===== src/rtl/regbank_operand_fetch.sv =====
`default_nettype none
// ============================================================================
// Module      : regbank_operand_fetch
// Description : Read side of the register bank. Accepts operand-fetch requests
//               (two source indices), snapshots the selected registers at the
//               accept edge and presents the operand pair to the ALU through a
//               2-entry in-order valid/ready buffer.
//
//               Optional feature macro: REGFETCH_BYPASS_EN
//                 defined   - at accept, a source whose bank write enable is
//                             set in the same cycle captures ALUBus (the value
//                             being written) instead of the stale bank value.
//                 undefined - operands always come from regFlat; ALUBus and
//                             regEnable are ignored.
//
// Ports       : clk        in   system clock, rising edge
//               reset      in   asynchronous active-high, clears buffer state
//               regFlat    in   bank contents, r_i = regFlat[WIDTH*i +: WIDTH]
//               ALUBus     in   write data currently presented to the bank
//               regEnable  in   bank write enables, bit i selects r_i
//               req_valid  in   decode presents a fetch request
//               req_srcA   in   index of operand A
//               req_srcB   in   index of operand B
//               req_ready  out  buffer can accept a request this cycle
//               op_valid   out  head entry holds a valid operand pair
//               op_ready   in   ALU consumes the head entry this cycle
//               opA / opB  out  operands of the head entry
//               op_srcA/B  out  indices that produced opA / opB
//
// Revision    : 1.0 - initial release
// ============================================================================
module regbank_operand_fetch #(
    parameter  int WIDTH = 16,
    parameter  int NREGS = 16,
    localparam int IDX_W = $clog2(NREGS)
) (
    input  logic                     clk,
    input  logic                     reset,
    input  logic [WIDTH*NREGS-1:0]   regFlat,
    input  logic [WIDTH-1:0]         ALUBus,
    input  logic [NREGS-1:0]         regEnable,
    input  logic                     req_valid,
    input  logic [IDX_W-1:0]         req_srcA,
    input  logic [IDX_W-1:0]         req_srcB,
    output logic                     req_ready,
    output logic                     op_valid,
    input  logic                     op_ready,
    output logic [WIDTH-1:0]         opA,
    output logic [WIDTH-1:0]         opB,
    output logic [IDX_W-1:0]         op_srcA,
    output logic [IDX_W-1:0]         op_srcB
);

    // Buffer occupancy encoding
    localparam logic [1:0] c_ST_EMPTY = 2'd0;
    localparam logic [1:0] c_ST_ONE   = 2'd1;
    localparam logic [1:0] c_ST_FULL  = 2'd2;

    logic [1:0]        r_state;
    logic [1:0]        w_state_nxt;

    // Head entry drives the outputs; tail entry only exists while FULL
    logic [WIDTH-1:0]  r_head_a;
    logic [WIDTH-1:0]  r_head_b;
    logic [IDX_W-1:0]  r_head_sa;
    logic [IDX_W-1:0]  r_head_sb;
    logic [WIDTH-1:0]  r_tail_a;
    logic [WIDTH-1:0]  r_tail_b;
    logic [IDX_W-1:0]  r_tail_sa;
    logic [IDX_W-1:0]  r_tail_sb;

    logic              w_accept;
    logic              w_pop;
    logic              w_load_head_new;
    logic              w_load_head_tail;
    logic              w_load_tail;

    logic [WIDTH-1:0]  w_regs [NREGS];
    logic [WIDTH-1:0]  w_fetch_a;
    logic [WIDTH-1:0]  w_fetch_b;

    // Unpack the flat bank bus so registers can be selected by index
    for (genvar gi = 0; gi < NREGS; gi++) begin : g_unpack
        assign w_regs[gi] = regFlat[gi*WIDTH +: WIDTH];
    end

`ifdef REGFETCH_BYPASS_EN
    // A register being written this cycle is forwarded from the write bus so
    // the fetched operand matches what the bank will hold after the edge.
    assign w_fetch_a = regEnable[req_srcA] ? ALUBus : w_regs[req_srcA];
    assign w_fetch_b = regEnable[req_srcB] ? ALUBus : w_regs[req_srcB];
`else
    assign w_fetch_a = w_regs[req_srcA];
    assign w_fetch_b = w_regs[req_srcB];
    // Write-port snoop is kept on the interface but has no function here
    logic w_unused_snoop;
    assign w_unused_snoop = ^{ALUBus, regEnable};
`endif

    // Handshakes: ready depends only on occupancy, never on op_ready
    assign req_ready = (r_state != c_ST_FULL);
    assign op_valid  = (r_state != c_ST_EMPTY);
    assign w_accept  = req_valid & req_ready;
    assign w_pop     = op_valid & op_ready;

    assign opA     = r_head_a;
    assign opB     = r_head_b;
    assign op_srcA = r_head_sa;
    assign op_srcB = r_head_sb;

    // Next-state and entry-load selection
    always_comb begin
        w_state_nxt      = r_state;
        w_load_head_new  = 1'b0;
        w_load_head_tail = 1'b0;
        w_load_tail      = 1'b0;
        case (r_state)
            c_ST_EMPTY: begin
                if (w_accept) begin
                    w_state_nxt     = c_ST_ONE;
                    w_load_head_new = 1'b1;
                end
            end
            c_ST_ONE: begin
                if (w_accept && !w_pop) begin
                    w_state_nxt = c_ST_FULL;
                    w_load_tail = 1'b1;
                end else if (!w_accept && w_pop) begin
                    w_state_nxt = c_ST_EMPTY;
                end else if (w_accept && w_pop) begin
                    // Old head leaves as the new request takes its place
                    w_load_head_new = 1'b1;
                end
            end
            c_ST_FULL: begin
                if (w_pop) begin
                    w_state_nxt      = c_ST_ONE;
                    w_load_head_tail = 1'b1;
                end
            end
            default: begin
                w_state_nxt = c_ST_EMPTY;
            end
        endcase
    end

    always_ff @(posedge clk or posedge reset) begin
        if (reset) begin
            r_state <= c_ST_EMPTY;
        end else begin
            r_state <= w_state_nxt;
        end
    end

    always_ff @(posedge clk or posedge reset) begin
        if (reset) begin
            r_head_a  <= '0;
            r_head_b  <= '0;
            r_head_sa <= '0;
            r_head_sb <= '0;
        end else if (w_load_head_new) begin
            r_head_a  <= w_fetch_a;
            r_head_b  <= w_fetch_b;
            r_head_sa <= req_srcA;
            r_head_sb <= req_srcB;
        end else if (w_load_head_tail) begin
            r_head_a  <= r_tail_a;
            r_head_b  <= r_tail_b;
            r_head_sa <= r_tail_sa;
            r_head_sb <= r_tail_sb;
        end
    end

    always_ff @(posedge clk or posedge reset) begin
        if (reset) begin
            r_tail_a  <= '0;
            r_tail_b  <= '0;
            r_tail_sa <= '0;
            r_tail_sb <= '0;
        end else if (w_load_tail) begin
            r_tail_a  <= w_fetch_a;
            r_tail_b  <= w_fetch_b;
            r_tail_sa <= req_srcA;
            r_tail_sb <= req_srcB;
        end
    end

endmodule
`default_nettype wire


===== config.mk =====
export PLATFORM = sky130hd
export DESIGN_NAME = regbank_operand_fetch
export DESIGN_NICKNAME = d
export VERILOG_FILES = /design/src/rtl/regbank_operand_fetch.sv
export SDC_FILE = /design/constraint.sdc
export NUM_CORES = 1
export LEC_CHECK = 0
export CAP_MARGIN = 30
export CORE_MARGIN = 2
export CORE_UTILIZATION = 40
export CTS_CLUSTER_SIZE = 30
export DETAILED_ROUTE_END_ITERATION = 10
export GPL_TIMING_DRIVEN = 1
export PLACE_DENSITY_LB_ADDON = 0.25
export SETUP_SLACK_MARGIN = 0.1
export SYNTH_ARGS = -nofsm -noshare
export SYNTH_HDL_FRONTEND = slang
export SYNTH_SLANG_ARGS = --single-unit

===== constraint.sdc =====
create_clock -name clk -period 2.75 [get_ports clk]
set_clock_uncertainty 0.2 [all_clocks]
set_input_delay 0.275 -clock clk [delete_from_list [all_inputs] [get_ports clk]]
set_output_delay 0.275 -clock clk [all_outputs]
set_load 0.01 [all_outputs]

==> results of run 1 <==
-- cells by family after synthesis --
group	Yosys count	share of synthesized area, %
multiplexers	197	50.2
adder cells (fa/ha/maj)	1	0.173
AND/OR/NAND/NOR	94	5.96
AO/OA/AOI/OAI	108	10.7
flip-flops	82	28.4
buffers and inverters	62	4.56
-- cell usage after synthesis (all sizes together) --
| master | instances | area, um^2 |
|---|---|---|
| mux4 | 128 | 2880 |
| dfrtp | 82 | 2050 |
| nand2 | 51 | 191 |
| a22oi | 50 | 375 |
| mux2 | 40 | 450 |
| clkbuf | 33 | 124 |
| mux2i | 29 | 290 |
| o21ai | 29 | 145 |
| buf | 27 | 198 |
| a221o | 18 | 180 |
| and3 | 18 | 113 |
| nor2 | 12 | 45.0 |
| a31oi | 8 | 50.1 |
| nor2b | 6 | 37.5 |
| and2 | 3 | 18.8 |
| inv | 2 | 7.51 |
| nand2b | 2 | 12.5 |
| o22ai | 2 | 12.5 |
| or2 | 2 | 12.5 |
| ha | 1 | 12.5 |
| o22a | 1 | 8.76 |
-- registers in the layout, indices dropped and copies added (netlist names) --
signal	cells
op_srcB	4
r_tail_a	16
opA	16
r_state	2
opB	16
r_tail_b	16
r_tail_sa	4
r_tail_sb	4
op_srcA	4
-- metal layers --
metal,vias to the layer above,GRT usage [%],wire length [um]
met5,-,0,0
met4,0,9.02,849
met3,45,5.78,1910
met2,325,47.7,13500
met1,3424,35.6,10400
li1,2855,-,-
-- how the worst max path moves through the flow --
stage	to	slack (ns)	depth (start not counted)
2_1_floorplan	opA[0]	0.17	1
5_1_grt	r_tail_b[13]	0.40	5
6_report	r_tail_b[13]	0.46	5
3_5_place_dp	r_tail_b[13]	0.13	5
4_1_cts	r_tail_b[13]	0.48	5
3_3_place_gp	r_tail_b[13]	0.18	5
-- per-stage QoR --
step	utilization, %	instances	hold slack (ns)	power (uW)
final	61.2	1068	0.0965	6810
after global routing	61.2	1068	0.123	7160
after CTS	61.2	1067	0.118	6830
after detailed placement	59.4	1052	0.276	5520
after global placement	59.4	1052	0.263	5400
after floorplan	-	544	0.184	3830
-- power by group --
group,internal (uW),total [uW],switching [uW]
Clock,793,1290,501
Sequential,1810,2160,352
Combinational,1880,3350,1470
Total,4490,6810,2320
-- worst reg2reg max path: cells and delay by family (launching register included) --
| kind | cells | cell delay, ns |
|---|---|---|
| compound gates | 2 | 0.69 |
| buf+inv | 2 | 0.52 |
| flops | 1 | 0.43 |
| simple gates | 2 | 0.28 |
-- final cells by class --
| class | count | area [um^2] |
|---|---|---|
| well taps | 229 | 287 |
| clock inverters | 6 | 91.3 |
| multi-input cells | 400 | 4850 |
| diodes | 1 | 2.50 |
| flip-flops and latches | 82 | 2050 |
| repair buffers | 339 | 3400 |
| clock buffers | 9 | 225 |
| fillers | 1365 | 6920 |
| inverters | 2 | 10.0 |
==> results.md, run 1 <==
- Run status: finished clean
- Number of buffers inserted by post-CTS setup repair: 0
- Smallest setup slack after layout: 0.464 ns
- Crit share post-route: 83.1%
- Worst setup EP type: flip-flop
- Post-Layout Inst Area: 10900 um^2
- Antenna viol nets, final: 0
- TritonCTS clock tree: built
- Vertical die dimension: 138 um
- Worst min-delay path category: input pin to async pin
- Most frequent standard cell in the layout excluding fill and tap cells: clkdlybuf4s50_1
- Post-synthesis sequential element count: 82
- Post-route setup TNS: 0 ns
- Reg2Reg Setup Slack: 0.55 ns
- RD Place Congestion: 0.932
- Buffer levels on the longest clock path: 2
- Number of setup violations in the final report: 0
- Number of warning messages in the yosys log: 0
- Reg-to-reg critical path startpoint: r_state[1]
- Sequential-to-total area share from yosys stat: 28.4%
- Buffer type at the clock tree root: clkbuf_16
- Mean cell area of the mapped netlist: 13.3 um^2
- Kind of cell with the highest combined delay on the critical path: simple AND/OR/NAND/NOR gates
- Top library cells by usage in the layout, fill and taps aside: clkdlybuf4s50_1 (304), mux4_2 (128), dfrtp_1 (82)
- Die area: 19100 um^2
- Post-CTS Hold Buffers: 0
- Pin count of the biggest net entering global routing: 60
- Measured slew at the worst slew-check pin: 1.06 ns
- Die Width: 138 um
- CP Cell Sequence: clkdlybuf4s50_1, nor2b_1, a22oi_1, nand2_1, mux2_2
- Worst-path fanout max: 9
- Number of gates resized after CTS: 0
- Net count after synthesis: 845
- Hold Fails Final Rpt: 0
- Leftover overflow at the end of global routing: 0
- Clock transition at the registers of the reported paths: 0.07 ns
- Mapped cell area: 7220 um^2
- Crit start category: input pin
- Highest-delay cell along the critical path: nor2b_1
- Drt drc: 0
- Net count reported at finish: 1135
- Post-Synthesis Cells: 544
- Slew Limit Headroom: 29.0%
- Worst voltage drop across the vdd grid: 0.485 mV
- Arrival @ worst endpoint: 2.37 ns
- Initial DRT Pass Iterations: 5
- Layout cells sized above 1: 27.0%
- Distinct cell type count after synthesis: 27
- Row cnt: 49
- Cells on worst reg2reg path: 6
- Count of maximum capacitance violations: 0
- RSZ-0062 raised after global routing: no
- Tmin final: 2.29 ns
- End of the worst register-to-register path: op_srcB[2]
- Highest attainable clock frequency: 438 MHz
- Reported leakage power: 0.00422 uW
- Clock latency of the later-clocked register in the worst-skew pair: 0.34 ns
- Total buffers and inverters traversed by the critical path: 1
- Number of antenna violations at the first check in global routing: 1
- Area growth from synthesis to layout: 51.2%
- Number of sinks driven by the clock tree: 82
- Drt total wl: 26700 um
- Count of pins over their slew limit: 0
- Pre-CTS setup slack: 0.132 ns
- Post-placement cell area: 10600 um^2
- Vias per cell: 6.23
- Critical Setup Path Class: input pin to flip-flop
- CP Launch Point: req_srcB[3]
- Initial core utilization: 40.5%
- Number of H-tree levels: 3
- Power density over cell area: 623 nW/um^2
- Vias after detailed routing: 6649
- Delay of the slowest cell on the worst path: 0.86 ns
- First-pass GRT wire length: 41000 um
- Detailed placer's ending HPWL: 21000 um
- Global router's overall resource usage: 27.9%
- Initial DRC Count: 596
- CP required: 2.83 ns
- Avg WL per Cell: 25.0 um
- IO buf count: 309
- Vias in the first global route: 7155
- Ports placed on the boundary: 342
- Inserted Clock Buffers: 9
- Placeable core region: 17800 um^2
Note: power is estimated with default switching activity, not from simulation.
==> inputs of run 2 (changes only) <==
- CORE_UTILIZATION: 40 -> 38
- clock period: 2.75 -> 1.97 ns (I/O delays scaled with it)
==> run 2 against run 1 <==
  * Non-clock buffer count rose by 37
  * Clock power rose by 34%
  * Global-route usage fell by 1.2 points
  * Largest power group unchanged
  * Highest routed layer unchanged
==> results.md, run 2 (synthesis results as in run 1) <==
- Run status: finished clean
- Inserted Clock Buffers: 9
- TritonCTS clock tree: built
- Worst setup EP type: flip-flop
- Vertical die dimension: 142 um
- Slew Limit Headroom: 52.5%
- Fill count: 1445
- Top library cells by usage in the layout, fill and taps aside: clkdlybuf4s50_1 (302), mux4_2 (128), dfrtp_1 (81)
- Crit start category: flip-flop
- Worst voltage drop across the vdd grid: 0.578 mV
- Vias per cell: 6.07
- Final Util: 62.0%
- Net count reported at finish: 1172
- Reported leakage power: 0.00454 uW
- Detailed placer's ending HPWL: 21300 um
- Crit share post-route: 94.6%
- Die Width: 142 um
- Highest-delay cell along the critical path: dfrtp_2
- Count of maximum capacitance violations: 0
- Buffer type at the clock tree root: clkbuf_16
- Power density over cell area: 873 nW/um^2
- Total buffers and inverters traversed by the critical path: 2
- Worst min-delay path category: input pin to async pin
- Count of pins over their slew limit: 0
- First-pass GRT wire length: 40500 um
- Antenna viol nets, final: 0
- Number of setup violations in the final report: 0
- Pin count of the biggest net entering global routing: 83
- Initial core utilization: 38.7%
- Kind of cell with the highest combined delay on the critical path: flip-flops
- Smallest setup slack after layout: 0.107 ns
- Arrival @ worst endpoint: 1.90 ns
- CP required: 2.00 ns
- RD Place Congestion: 0.838
- Global router's overall resource usage: 26.6%
- Pre-CTS setup slack: -0.262 ns
- N_diodes: 0
- Measured slew at the worst slew-check pin: 0.710 ns
- Number of antenna violations at the first check in global routing: 0
- CP Cell Sequence: buf_6, nand2b_4, and2_4, ha_4, nand2_8, clkbuf_16, mux2_2
- Drt drc: 0
- Tmin final: 1.86 ns
- Ports placed on the boundary: 342
- Critical Setup Path Class: flip-flop to flip-flop
- Vias after detailed routing: 6738
- RSZ-0062 raised after global routing: yes
- Multi-input gate area: 4950 um^2
- Area growth from synthesis to layout: 60.1%
- Leftover overflow at the end of global routing: 0
- Vias in the first global route: 7262
- Sequential cell area: 2050 um^2
- Row cnt: 50
- Highest attainable clock frequency: 537 MHz
- Number of standard cells in the final layout excluding fillers: 1110
- Delay of the slowest cell on the worst path: 0.43 ns
- Initial DRC Count: 396
- Avg WL per Cell: 24.6 um
- Number of H-tree levels: 3
- Number of sinks driven by the clock tree: 82
- Total Power Consumption: 10100 uW
- Drt total wl: 27300 um
- Initial DRT Pass Iterations: 4
- IO buf count: 309
- Placeable core region: 18600 um^2
- Inst Count DP: 1084
- Clock latency of the later-clocked register in the worst-skew pair: 0.34 ns
- Clock transition at the registers of the reported paths: 0.06 ns
- Hold Fails Final Rpt: 0
- Die area: 20100 um^2
- Worst-path fanout max: 6
- Layout cells sized above 1: 31.3%
- Most frequent standard cell in the layout excluding fill and tap cells: clkdlybuf4s50_1
- Buffer levels on the longest clock path: 2
[run 2: cell count changes in the layout (fill, tap and decap cells not counted), sizes merged]
cell,delta
clkinv,+2
bufinv,-1
buf,+33
dlymetal6s2s,+1
clkbuf,+4
clkdlybuf4s50,-2
clkinvlp,+1
inv,-1
diode,-1
dlygate4sd2,+1
[run 2: power by group]
part	internal, uW	switching (uW)
Combinational	3130	2210
Sequential	2530	493
Clock	991	739
[run 2: repair_timing]
item	CTS	global route
gates resized for setup	7	20
hold buffers	0	0
setup buffers	0	5
pin swaps	1	0
setup endpoints to repair	64	63
gates cloned	0	5
[run 2: metal layers]
layer | vias up | wire length [um] | track usage, %
li1 | 2931 | - | -
met1 | 3425 | 10600 | 33.1
met2 | 327 | 14200 | 47.6
met3 | 55 | 1520 | 3.21
met4 | 0 | 978 | 10.5
met5 | - | 0 | 0
[run 2: worst register-to-register path, cell delays in order (launching register included)]
cell       delay (ns)
dfrtp_2          0.43
buf_6            0.12
nand2b_4         0.05
and2_4           0.16
ha_4             0.17
nand2_8          0.12
clkbuf_16        0.18
mux2_2           0.32
[run 2: cell type report]
class	count	share of cell area (%)
Clock buffer	9	1.95
Clock inverter	7	0.682
Inverter	2	0.0974
Multi-Input combinational cell	400	42.8
Sequential cell	82	17.8
Tap cell	234	2.53
Timing Repair Buffer	376	34.1
[run 2: per-stage QoR]
stage	cell area [um^2]	TNS (ns)	hold WS [ns]
4_1_cts	11300	0	0.133
2_1_floorplan	7280	0	0.106
5_1_grt	11600	0	0.163
3_5_place_dp	11000	-10.74	0.282
6_report	11600	0	0.107
3_3_place_gp	11000	-7.77	0.263
[run 2: worst paths after layout]
check,from,endpoint,slack [ns],depth (start not counted)
max reg2reg,r_state[1],r_tail_b[13],0.11,7
min in group clk,req_srcA[2],op_srcA[2],0.15,4
min reg2reg,r_tail_b[0],r_tail_b[0],0.29,2
max in group asynchronous,reset,r_state[1],1.08,3
min,reset,opB[4],0.11,3
max,r_state[1],r_tail_b[13],0.11,7
==> inputs of run 3 (changes only) <==
- HOLD_SLACK_MARGIN: default -> 0.02
==> results of run 3 <==
The final DEF is identical to that of run 2; final timing and power are the same.
